<file path="src/rtl/ag32gbd_bram_arbiter.sv">
// Single-port BRAM sequencer shared by register shadow writes,
// pixel writes and front-buffer reads, with A/B ping-pong control.
module ag32gbd_bram_arbiter #(
  parameter int RD_LATENCY = 1
) (
  input  logic       sys_clock,
  input  logic       sys_reset,
  input  logic       reg_wr_req,
  input  logic [7:0] reg_wr_offset,
  input  logic [7:0] reg_wr_data,
  output logic       reg_wr_done,
  input  logic       buf_wr_req,
  input  logic [7:0] buf_wr_offset,
  input  logic [7:0] buf_wr_data,
  output logic       buf_wr_done,
  input  logic       buf_rd_req,
  input  logic [7:0] buf_rd_offset,
  output logic [7:0] buf_rd_data,
  output logic       buf_rd_valid,
  input  logic       rd_frame_active,
  input  logic       flip_req,
  output logic       front_sel,
  output logic       flip_pending,
  output logic       bram_en,
  output logic       bram_we,
  output logic [9:0] bram_addr,
  output logic [7:0] bram_wdata,
  input  logic [7:0] bram_rdata
);

  typedef enum logic [1:0] {
    IDLE,
    ACCESS,
    RD_WAIT
  } state_t;

  typedef enum logic [1:0] {
    G_REG,
    G_WR,
    G_RD
  } gnt_t;

  localparam logic [2:0] LAT  = 3'(RD_LATENCY);
  localparam logic [2:0] LAT1 = 3'(RD_LATENCY + 1);

  state_t     state_q, state_d;
  gnt_t       gnt_q, gnt_d;
  logic       rr_q, rr_d;
  logic [2:0] cnt_q, cnt_d;
  logic       front_sel_q, front_sel_d;
  logic       flip_pending_q, flip_pending_d;
  logic [7:0] rd_data_q, rd_data_d;
  logic       rd_valid_q, rd_valid_d;
  logic       reg_done_q, reg_done_d;
  logic       wr_done_q, wr_done_d;
  logic       en_q, en_d;
  logic       we_q, we_d;
  logic [9:0] addr_q, addr_d;
  logic [7:0] wdata_q, wdata_d;

  always_comb begin
    state_d        = state_q;
    gnt_d          = gnt_q;
    rr_d           = rr_q;
    cnt_d          = cnt_q;
    front_sel_d    = front_sel_q;
    flip_pending_d = flip_pending_q | flip_req;
    rd_data_d      = rd_data_q;
    rd_valid_d     = 1'b0;
    reg_done_d     = 1'b0;
    wr_done_d      = 1'b0;
    en_d           = 1'b0;
    we_d           = 1'b0;
    addr_d         = addr_q;
    wdata_d        = wdata_q;
    case (state_q)
      IDLE: begin
        if (flip_pending_q && !rd_frame_active) begin
          front_sel_d    = ~front_sel_q;
          flip_pending_d = flip_req;
        end else if (reg_wr_req) begin
          gnt_d      = G_REG;
          addr_d     = {2'b10, reg_wr_offset};
          wdata_d    = reg_wr_data;
          en_d       = 1'b1;
          we_d       = 1'b1;
          reg_done_d = 1'b1;
          state_d    = ACCESS;
        end else if (buf_rd_req && (!buf_wr_req || !rr_q)) begin
          gnt_d   = G_RD;
          addr_d  = {1'b0, front_sel_q, buf_rd_offset};
          en_d    = 1'b1;
          rr_d    = 1'b1;
          state_d = ACCESS;
        end else if (buf_wr_req) begin
          // back buffer is the one not currently in front
          gnt_d     = G_WR;
          addr_d    = {1'b0, ~front_sel_q, buf_wr_offset};
          wdata_d   = buf_wr_data;
          en_d      = 1'b1;
          we_d      = 1'b1;
          wr_done_d = 1'b1;
          rr_d      = 1'b0;
          state_d   = ACCESS;
        end
      end
      ACCESS: begin
        if (gnt_q == G_RD) begin
          state_d = RD_WAIT;
          cnt_d   = 3'd2;
          if (RD_LATENCY == 1) begin
            rd_data_d  = bram_rdata;
            rd_valid_d = 1'b1;
          end
        end else begin
          state_d = IDLE;
        end
      end
      RD_WAIT: begin
        // cnt_q counts cycles since the enable cycle
        if (cnt_q == LAT1) begin
          state_d = IDLE;
        end else begin
          cnt_d = cnt_q + 3'd1;
          if (cnt_q == LAT) begin
            rd_data_d  = bram_rdata;
            rd_valid_d = 1'b1;
          end
        end
      end
      default: state_d = IDLE;
    endcase
  end

  always_ff @(posedge sys_clock or posedge sys_reset) begin
    if (sys_reset) begin
      state_q        <= IDLE;
      gnt_q          <= G_REG;
      rr_q           <= 1'b0;
      cnt_q          <= 3'd0;
      front_sel_q    <= 1'b0;
      flip_pending_q <= 1'b0;
      rd_data_q      <= 8'h00;
      rd_valid_q     <= 1'b0;
      reg_done_q     <= 1'b0;
      wr_done_q      <= 1'b0;
      en_q           <= 1'b0;
      we_q           <= 1'b0;
      addr_q         <= 10'h000;
      wdata_q        <= 8'h00;
    end else begin
      state_q        <= state_d;
      gnt_q          <= gnt_d;
      rr_q           <= rr_d;
      cnt_q          <= cnt_d;
      front_sel_q    <= front_sel_d;
      flip_pending_q <= flip_pending_d;
      rd_data_q      <= rd_data_d;
      rd_valid_q     <= rd_valid_d;
      reg_done_q     <= reg_done_d;
      wr_done_q      <= wr_done_d;
      en_q           <= en_d;
      we_q           <= we_d;
      addr_q         <= addr_d;
      wdata_q        <= wdata_d;
    end
  end

  assign reg_wr_done  = reg_done_q;
  assign buf_wr_done  = wr_done_q;
  assign buf_rd_data  = rd_data_q;
  assign buf_rd_valid = rd_valid_q;
  assign front_sel    = front_sel_q;
  assign flip_pending = flip_pending_q;
  assign bram_en      = en_q;
  assign bram_we      = we_q;
  assign bram_addr    = addr_q;
  assign bram_wdata   = wdata_q;

endmodule

</file>
<file path="config.mk">
export PLATFORM = sky130hd
export DESIGN_NAME = ag32gbd_bram_arbiter
export DESIGN_NICKNAME = d
export VERILOG_FILES = /design/src/rtl/ag32gbd_bram_arbiter.sv
export SDC_FILE = /design/constraint.sdc
export NUM_CORES = 1
export LEC_CHECK = 0
export CAP_MARGIN = 10
export CELL_PAD_IN_SITES_DETAIL_PLACEMENT = 1
export CELL_PAD_IN_SITES_GLOBAL_PLACEMENT = 1
export CORE_MARGIN = 10
export CORE_UTILIZATION = 28
export DETAILED_ROUTE_END_ITERATION = 10
export GPL_TIMING_DRIVEN = 0
export PLACE_DENSITY_LB_ADDON = 0.1
export SLEW_MARGIN = 20
export SYNTH_ARGS = -nofsm -noshare
export SYNTH_HDL_FRONTEND = slang
export SYNTH_SLANG_ARGS = --single-unit
</file>
<file path="constraint.sdc">
create_clock -name sys_clock -period 1.7 [get_ports sys_clock]
set_input_delay 0.51 -clock sys_clock [delete_from_list [all_inputs] [get_ports sys_clock]]
set_output_delay 0.51 -clock sys_clock [all_outputs]
set_load 0.02 [all_outputs]
</file>
[Word level (Yosys, flattened, before mapping)]
Index checks and enable logic that the tools add are counted.
Widths: inputs -> output; s select.
Operators by class
  bitwise operators: 4
  $add $sub $neg: 1
  multiplexer cells: 45
  equal/unequal tests: 12
  reduce and logical (&&, ||, !) cells: 18
Operator list (count)
  $mux 8: 6
  $mux 10: 3
  $mux 1: 22
  $mux 2: 8
  $pmux 8 s2: 1
  $ne 2x2->1 const B: 6
  $reduce_and 4->1: 3
  $reduce_and 3->1: 3
  $mux 3: 2
  $pmux 2 s3: 1
  $pmux 3 s2: 1
  $reduce_bool 2->1: 3
  $eq 2x2->1 const B: 2
  $ne 4x4->1 const B: 1
  $add 3x1->3 const B: 1
  $eq 3x1->1 const B: 1
  $eq 3x2->1 const B: 1
  $logic_not 1->1: 3
  $not 1->1: 3
  $reduce_bool 3->1: 1
  $eq 2x1->1 const B: 1
  $logic_and 1x1->1: 2
  $logic_not 2->1: 1
  $pmux 1 s2: 1
  other kinds (3): 3
Word-level totals
  word-level logic and storage cells: 94
  output and inout port bits: 33
  input port bits: 55
  flip-flop bits (word level): 41

[Longest topological paths before layout]
Gate-level depths: netlist (run 1).
  depth after elaboration: 7
  gate-level depth with buffers: 7

[Least setup slack after synthesis (run 1)]
Ideal clock, no wire load.
  path type: reg2reg
  start: reg cnt_q[0]
  end: reg rd_data_q[0] (netlist: buf_rd_data[0])
  arrival time: 1.616 ns
  period minus slack after synthesis: 1.741 ns
  setup time: 0.125 ns
  buffers on the path: 0
  stages on the path, launching flop included: 6
  setup slack: -0.041 ns
  cell sequence: dfrtp_1 -> inv_1 -> ha_1 -> or3b_4 -> a21oi_4 -> mux2_2
On the way
  cells in the longest elaborated chain, start to end: 3
  elaborated cells on any way between the ends: 5
RTL lines
  from (decl): RTL line 49  | logic [2:0] cnt_q, cnt_d;
  from (signal assigned): RTL line 155  | cnt_q <= cnt_d;
  $eq 3x1->1 / $eq 3x2->1 (equally long branches): RTL line 125, 121
  $ne 2x2->1 (no line)
  $reduce_and 4->1 (no line) (*)
  to (signal assigned): RTL line 158  | rd_data_q <= rd_data_d;
  to (decl): RTL line 52  | logic [7:0] rd_data_q, rd_data_d;
Mark *: on every way between the ends. The rest lies on a longest branch, timed or not.
A chain may end at the register's enable or synchronous reset.

[Final worst setup path (run 1)]
  start: reg cnt_q[1]
  end: reg rd_data_q[1] (netlist: buf_rd_data[1])
The elaborated chain is that of the path after synthesis.

==> reports/results.tsv, run 1 <==
metric	value	unit
DIE AREA	10900	um2
startpoint kind of the worst setup timing path	register	
Mapped Area	1990	um2
chain of cells forming the critical path	inv_2 > ha_4 > or3b_4 > a21oi_4 > buf_6 > mux2_4	
Pre-antenna DRT Iters	4	
number of nets with antenna violations after routing	0	
routed via count	1788	
total gr overflow	0	
global-route wire length before repair	10800	um
count of mapped cells out of synthesis	175	
Sw Ratio	40.1	%
share of the clock period used by the worst path	103	%
total of flip-flops plus latches after synthesis	41	
I/O pin cnt	88	
clock insertion delay at the later pin of the skew report	0.30	ns
layout overhead on the synthesized area	65.6	%
share of power burned in registers	30.9	%
routability-driven placement congestion ratio	0.694	
number of flops mapped to enable cells by yosys	0	
FFs w/ async S/R, synth	100	%
slack of the worst reg-to-reg path	-0.04	ns
synthesized netlist net count	236	
number of placed instances, taps included	357	
number of buffers added to fix hold violations after cts	0	
Clk pin slew, worst setup/hold paths	0.08	ns
TritonCTS sink count	41	
Worst Setup EP	buf_rd_data[1]$_DFFE_PP0P_	
die height	104	um
Post-Route Utilization	48.2	%
final worst path period need	1.74	ns
layout cell share with drive strength beyond 1	20.7	%
distinct cell type count after synthesis	46	
worst reg2reg path endpoint	buf_rd_data[1]$_DFFE_PP0P_	
depth of the worst register-to-register path	6	
Max-Cap Viols	0	
Worst Tran Pin Value	0.510	ns
CP Buf/Inv Count	2	
clock power share	15.0	%
worst hold path type	input port to asynchronous set/reset pin	
design internal power	3.34	mW
Overall Global Routing Usage	12.2	%
sum of internal, switching and leakage power	5.57	mW
depth of the CTS H-tree	2	
vias in the first global route	2026	
effective utilization at floorplan	29.1	%
startpoint-to-endpoint class of the critical path	register to register	
Iteration-0 DRC Markers	35	
number of endpoints failing setup at the final stage	8	
total clock buffers created by CTS	5	
power share of the combinational group	54.1	%
CP Capture Type	register	
via count normalized by instance count	4.76	
Slew Limit Fails	0	
number of failing hold endpoints at the final stage	0	
core footprint	6830	um2
drt wl/cell	17.5	um
Clock Path Buffers	2	
largest net degree at the start of global routing	31	
antenna cells	0	
post-layout instance count excluding filler cells	376	
finished layout cell area	3290	um2
sequential cell area fraction in the yosys report	51.6	%
Die Width	104	um
outcome	finished with violations	
post-place instance area	2980	um2
Worst Slack Setup Final	-0.0427	ns
CTS tree	yes	
crit path launch	cnt_q[1]$_DFFE_PP0P_	
worst rel slew slack	66.0	%
biggest area consumer among synthesized cells	sky130_fd_sc_hd__dfrtp_1	
NumNets Final	340	
number of antenna violations at the first check in global routing	0	
top cells by area in the synthesized netlist	sky130_fd_sc_hd__dfrtp_1, sky130_fd_sc_hd__mux2_2, sky130_fd_sc_hd__a21oi_1, sky130_fd_sc_hd__ha_1, sky130_fd_sc_hd__a2bb2oi_1	
Yosys warnings	0	
quantity of I/O buffers inserted on ports	85	
R2R Path Start	cnt_q[1]$_DFFE_PP0P_	
Slowest cell on crit path	sky130_fd_sc_hd__dfrtp_1	
maximum cell stage delay along the critical path	0.44	ns
dominant delay contributor by cell family on the critical path	flip-flops	
failing checks	negative setup slack	
row count	30	
Worst IR Drop VDD	690	uV
mean instance size in the synthesized netlist	11.4	um2
share of the synthesized area in the top cell type	51.6	%
Root Buffer Master	sky130_fd_sc_hd__clkbuf_8	
critical-path maximum fanout	4	
Synth Flop Type	sky130_fd_sc_hd__dfrtp_1	
hpwl dp	4860	um
setup repair after global routing missed its margin	yes	
Achievable Freq	0.574	GHz
endpoint required time on the critical path	1.89	ns
total leakage power	1.48	nW
Final Routed Wirelength	6570	um
DRC violation count after routing	0	
number of logic stages on the critical path including buffering	6	
commonest non-fill, non-tap cell in the layout	sky130_fd_sc_hd__clkdlybuf4s50_1	
power density over the cells	1690	nW/um2
arrival time at the worst endpoint	1.93	ns
worst clock skew	0.00945	ns
power dissipated by switching net loads	2.23	mW
commonest cells after routing, fill and taps aside	sky130_fd_sc_hd__clkdlybuf4s50_1, sky130_fd_sc_hd__dfrtp_1, sky130_fd_sc_hd__dlygate4sd2_1, sky130_fd_sc_hd__a21oi_1	
[how the worst min path moves through the flow]
stage,end,start,cells past startpoint,slack (ns)
floorplan,gnt_q[0]$_DFFE_PP0P_,gnt_q[0]$_DFFE_PP0P_,1,0.46
global placement,bram_addr[8]$_DFFE_PP0P_,bram_addr[8]$_DFFE_PP0P_,2,0.46
detailed placement,bram_addr[8]$_DFFE_PP0P_,bram_addr[8]$_DFFE_PP0P_,2,0.47
CTS,buf_rd_data[6]$_DFFE_PP0P_,sys_reset,2,0.48
global route,buf_rd_data[5]$_DFFE_PP0P_,sys_reset,2,0.49
finish,buf_rd_data[5]$_DFFE_PP0P_,sys_reset,2,0.47
[final cells by class]
type                            instances  area, um2
Sequential cell                        41       1030
Clock inverter                          1       30.0
Buffer                                  7       45.0
Multi-Input combinational cell        117       1010
Fill cell                             753       3540
Tap cell                               96        120
Inverter                               11       42.5
Clock buffer                            7       86.3
Timing Repair Buffer                   96        930
[through the flow]
stage / hold slack (ns) / setup WS, ns / setup TNS, ns
after CTS: 0.478 / -0.0539 / -0.407
final: 0.470 / -0.0427 / -0.290
after global routing: 0.487 / -0.0922 / -0.708
after detailed placement: 0.467 / -0.625 / -11.60
after global placement: 0.460 / -0.773 / -42.87
after floorplan: 0.455 / -0.0189 / -0.151
[sequential cells by signal, indices dropped and copies added, names as in the netlist]
name	cells
bram_addr	10
bram_en	1
bram_wdata	8
bram_we	1
buf_rd_data	8
buf_rd_valid	1
buf_wr_done	1
cnt_q	3
flip_pending	1
front_sel	1
gnt_q	2
reg_wr_done	1
rr_q	1
state_q	2
[routing by layer]
metal  vias up  GRT usage [%]  share of wire (%)
li1        855              -                  -
met1       872           14.4                 44
met2        55           20.1                 48
met3         6           5.08                6.5
met4         0           2.68               0.84
met5         -              0                  0
[synthesized netlist by cell type (all sizes together) (2+ instances only)]
cell and count:
buf 6, nand3b 2, mux2i 6, o21a 2
dfrtp 41, nand2b 3, inv 10, nand3 2
or3 2, a2bb2oi 8, a21oi 19, nand2 6
ha 6, a21o 2, a22oi 8, o22ai 6
nor2 6, o21ai 6, mux2 9, a31oi 4
[logic make-up after synthesis]
kind of cell	Yosys count	share of synthesized area, %
buffers and inverters	18	3.90
AND/OR/NAND/NOR	29	8.37
XOR/XNOR	2	0.881
adder cells (fa/ha/maj)	6	3.78
flip-flops	41	51.6
AO/OA/AOI/OAI	64	23.3
multiplexers	15	8.12
[what timing repair did]
item | CTS | global route
endpoints found under the setup margin | 59 | 13
gates cloned | 1 | 0
pin swaps | 3 | 3
gates resized for setup | 63 | 9
setup buffers | 7 | 3
[power groups by stage]
stage | registers [mW] | clock network [mW] | logic, mW
final | 1.72 | 0.837 | 3.01
after global placement | 1.70 | 0 | 2.83
after floorplan | 2.14 | 0 | 1.20
after CTS | 1.72 | 0.850 | 2.97
after global routing | 1.80 | 0.900 | 3.30
after detailed placement | 1.72 | 0 | 2.86
(Power assumes the default switching activity.)
==> inputs of run 2 (changes only) <==
--- a/config.mk
+++ b/config.mk
@@ -5,6 +5,7 @@
 export SDC_FILE = /design/constraint.sdc
 export NUM_CORES = 1
 export LEC_CHECK = 0
+export ABC_AREA = 0
 export CAP_MARGIN = 10
 export CELL_PAD_IN_SITES_DETAIL_PLACEMENT = 1
 export CELL_PAD_IN_SITES_GLOBAL_PLACEMENT = 1
@@ -12,7 +13,7 @@
 export CORE_UTILIZATION = 28
 export DETAILED_ROUTE_END_ITERATION = 10
 export GPL_TIMING_DRIVEN = 0
-export PLACE_DENSITY_LB_ADDON = 0.1
+export PLACE_DENSITY = 0.84
 export SLEW_MARGIN = 20
 export SYNTH_ARGS = -nofsm -noshare
 export SYNTH_HDL_FRONTEND = slang
==> reports/results.tsv, run 2 (same netlist as run 1, synthesis figures left out) <==
metric	value	unit	change
critical-path maximum fanout	8		was 4
startpoint-to-endpoint class of the critical path	register to register		unchanged
Worst Slack Setup Final	-0.0878	ns	was -0.0427 ns
outcome	finished with violations		unchanged
Slew Limit Fails	0		unchanged
clock insertion delay at the later pin of the skew report	0.30	ns	about the same
via count normalized by instance count	4.80		was 4.76
hpwl dp	4960	um	was 4860 um
Clk pin slew, worst setup/hold paths	0.08	ns	about the same
Worst IR Drop VDD	691	uV	was 690 uV
drt wl/cell	18.4	um	was 17.5 um
total clock buffers created by CTS	5		unchanged
final worst path period need	1.79	ns	was 1.74 ns
commonest non-fill, non-tap cell in the layout	sky130_fd_sc_hd__clkdlybuf4s50_1		unchanged
highest metal layer used by the detailed router	met4		unchanged
length of routed met3 wiring	477	um	was 428 um
depth of the CTS H-tree	2		unchanged
effective utilization at floorplan	29.1	%	unchanged
Achievable Freq	0.559	GHz	was 0.574 GHz
worst rel slew slack	65.4	%	was 66.0%
Overall Global Routing Usage	12.7	%	was 12.2%
routed length on met1	2810	um	was 2920 um
largest net degree at the start of global routing	32		was 31
number of antenna violations at the first check in global routing	0		unchanged
Die Width	104	um	unchanged
DIE AREA	10900	um2	unchanged
Post-Route Utilization	49.1	%	was 48.2%
setup repair after global routing missed its margin	yes		unchanged
power density over the cells	1720	nW/um2	was 1690 nW/um2
quantity of I/O buffers inserted on ports	85		unchanged
total leakage power	1.53	nW	was 1.48 nW
global-route wire length before repair	11300	um	was 10800 um
Final Routed Wirelength	7080	um	was 6570 um
failing checks	negative setup slack		unchanged
NumNets Final	348		was 340
post-layout instance count excluding filler cells	384		was 376
row count	30		unchanged
die height	104	um	unchanged
routability-driven placement congestion ratio	0.714		was 0.694
arrival time at the worst endpoint	1.97	ns	was 1.93 ns
number of nets with antenna violations after routing	0		unchanged
total gr overflow	0		unchanged
CTS tree	yes		unchanged
number of placed instances, taps included	357		unchanged
layout cell share with drive strength beyond 1	22.9	%	was 20.7%
number of endpoints failing setup at the final stage	8		unchanged
Iteration-0 DRC Markers	27		was 35
Pre-antenna DRT Iters	3		was 4
Detail Route met2 WL	3710	um	was 3170 um
max FFs per register	10		unchanged
TritonCTS sink count	41		unchanged
share of the clock period used by the worst path	105	%	was 103%
sum of internal, switching and leakage power	5.76	mW	was 5.57 mW
I/O pin cnt	88		unchanged
endpoint required time on the critical path	1.88	ns	was 1.89 ns
DRC violation count after routing	0		unchanged
CP Capture Type	register		unchanged
Worst Tran Pin Value	0.518	ns	was 0.510 ns
worst clock skew	0.00469	ns	was 0.00945 ns
Max-Cap Viols	0		unchanged
Clock Path Buffers	2		unchanged
startpoint kind of the worst setup timing path	register		unchanged
number of filler cells placed in the layout	776		was 753
layout overhead on the synthesized area	68.6	%	was 65.6%
commonest cells after routing, fill and taps aside	sky130_fd_sc_hd__clkdlybuf4s50_1, sky130_fd_sc_hd__dfrtp_1, sky130_fd_sc_hd__dlygate4sd2_1, sky130_fd_sc_hd__a21oi_1, sky130_fd_sc_hd__buf_4		was sky130_fd_sc_hd__clkdlybuf4s50_1, sky130_fd_sc_hd__dfrtp_1, sky130_fd_sc_hd__dlygate4sd2_1, sky130_fd_sc_hd__a21oi_1
worst hold path type	input port to asynchronous set/reset pin		unchanged
routed via count	1845		was 1788
number of failing hold endpoints at the final stage	0		unchanged
vias in the first global route	2146		was 2026
Root Buffer Master	sky130_fd_sc_hd__clkbuf_8		unchanged
worst slack after detailed placement	-0.600	ns	was -0.625 ns
core footprint	6830	um2	unchanged
antenna cells	0		unchanged
-- run 2: cell type report --
cell class                 instances  area [um2]  area share, %
sequential                        41        1030           30.6
timing repair buffer             105        1010           30.2
inverter                          11        42.5           1.27
clock inverter                     1        30.0          0.896
clock buffer                       7        86.3           2.58
buffer                             7        47.5           1.42
multi-input combinational        116         988           29.5
tap                               96         120           3.58
-- run 2: where the power goes --
| part | switching [mW] | internal (mW) | leakage (nW) |
|---|---|---|---|
| clock network | 0.348 | 0.479 | 0.0585 |
| logic | 1.66 | 1.56 | 0.976 |
| registers | 0.294 | 1.42 | 0.494 |
| total | 2.30 | 3.46 | 1.53 |
-- run 2: per-stage QoR --
step	hold slack, ns	area [um2]	TNS (ns)
2_1_floorplan	0.455	1990	-0.151
3_3_place_gp	0.467	2960	-38.54
3_5_place_dp	0.495	2980	-11.59
4_1_cts	0.457	3240	-0.360
5_1_grt	0.489	3350	-0.970
6_report	0.457	3350	-0.641
-- run 2: worst paths after layout --
| check | from | endpoint | slack, ns | depth (start not counted) |
|---|---|---|---|---|
| max | state_q[0]$_DFFE_PP0P_ | buf_rd_data[3]$_DFFE_PP0P_ | -0.09 | 7 |
| min | sys_reset | buf_rd_data[7]$_DFFE_PP0P_ | 0.46 | 2 |
| max reg2reg | state_q[0]$_DFFE_PP0P_ | buf_rd_data[3]$_DFFE_PP0P_ | -0.09 | 7 |
| min reg2reg | bram_addr[8]$_DFFE_PP0P_ | bram_addr[8]$_DFFE_PP0P_ | 0.50 | 2 |
| max in group asynchronous | sys_reset | bram_addr[4]$_DFFE_PP0P_ | 0.80 | 3 |
| min in group sys_clock | bram_addr[8]$_DFFE_PP0P_ | bram_addr[8]$_DFFE_PP0P_ | 0.50 | 2 |
-- run 2: timing repair --
action                     CTS  global route
pin swaps                    4             3
resized for setup           56            17
cloned                       0             0
setup buffers               11             9
hold buffers                 0             0
setup endpoints to repair   59            23
-- run 2: metal layers --
layer / vias up / GRT usage, %
li1: 870 / -
met1: 914 / 13.9
met2: 53 / 21.8
met3: 8 / 5.33
met4: 0 / 3.48
met5: - / 0
-- run 2: worst max-delay path, cell delays in order, from the launching register on --
cell and delay (ns):
sky130_fd_sc_hd__dfrtp_1 0.42, sky130_fd_sc_hd__buf_6 0.14, sky130_fd_sc_hd__ha_4 0.16, sky130_fd_sc_hd__and3b_2 0.25, sky130_fd_sc_hd__a21oi_4 0.19, sky130_fd_sc_hd__a21oi_4 0.06, sky130_fd_sc_hd__buf_12 0.15, sky130_fd_sc_hd__mux2_4 0.30
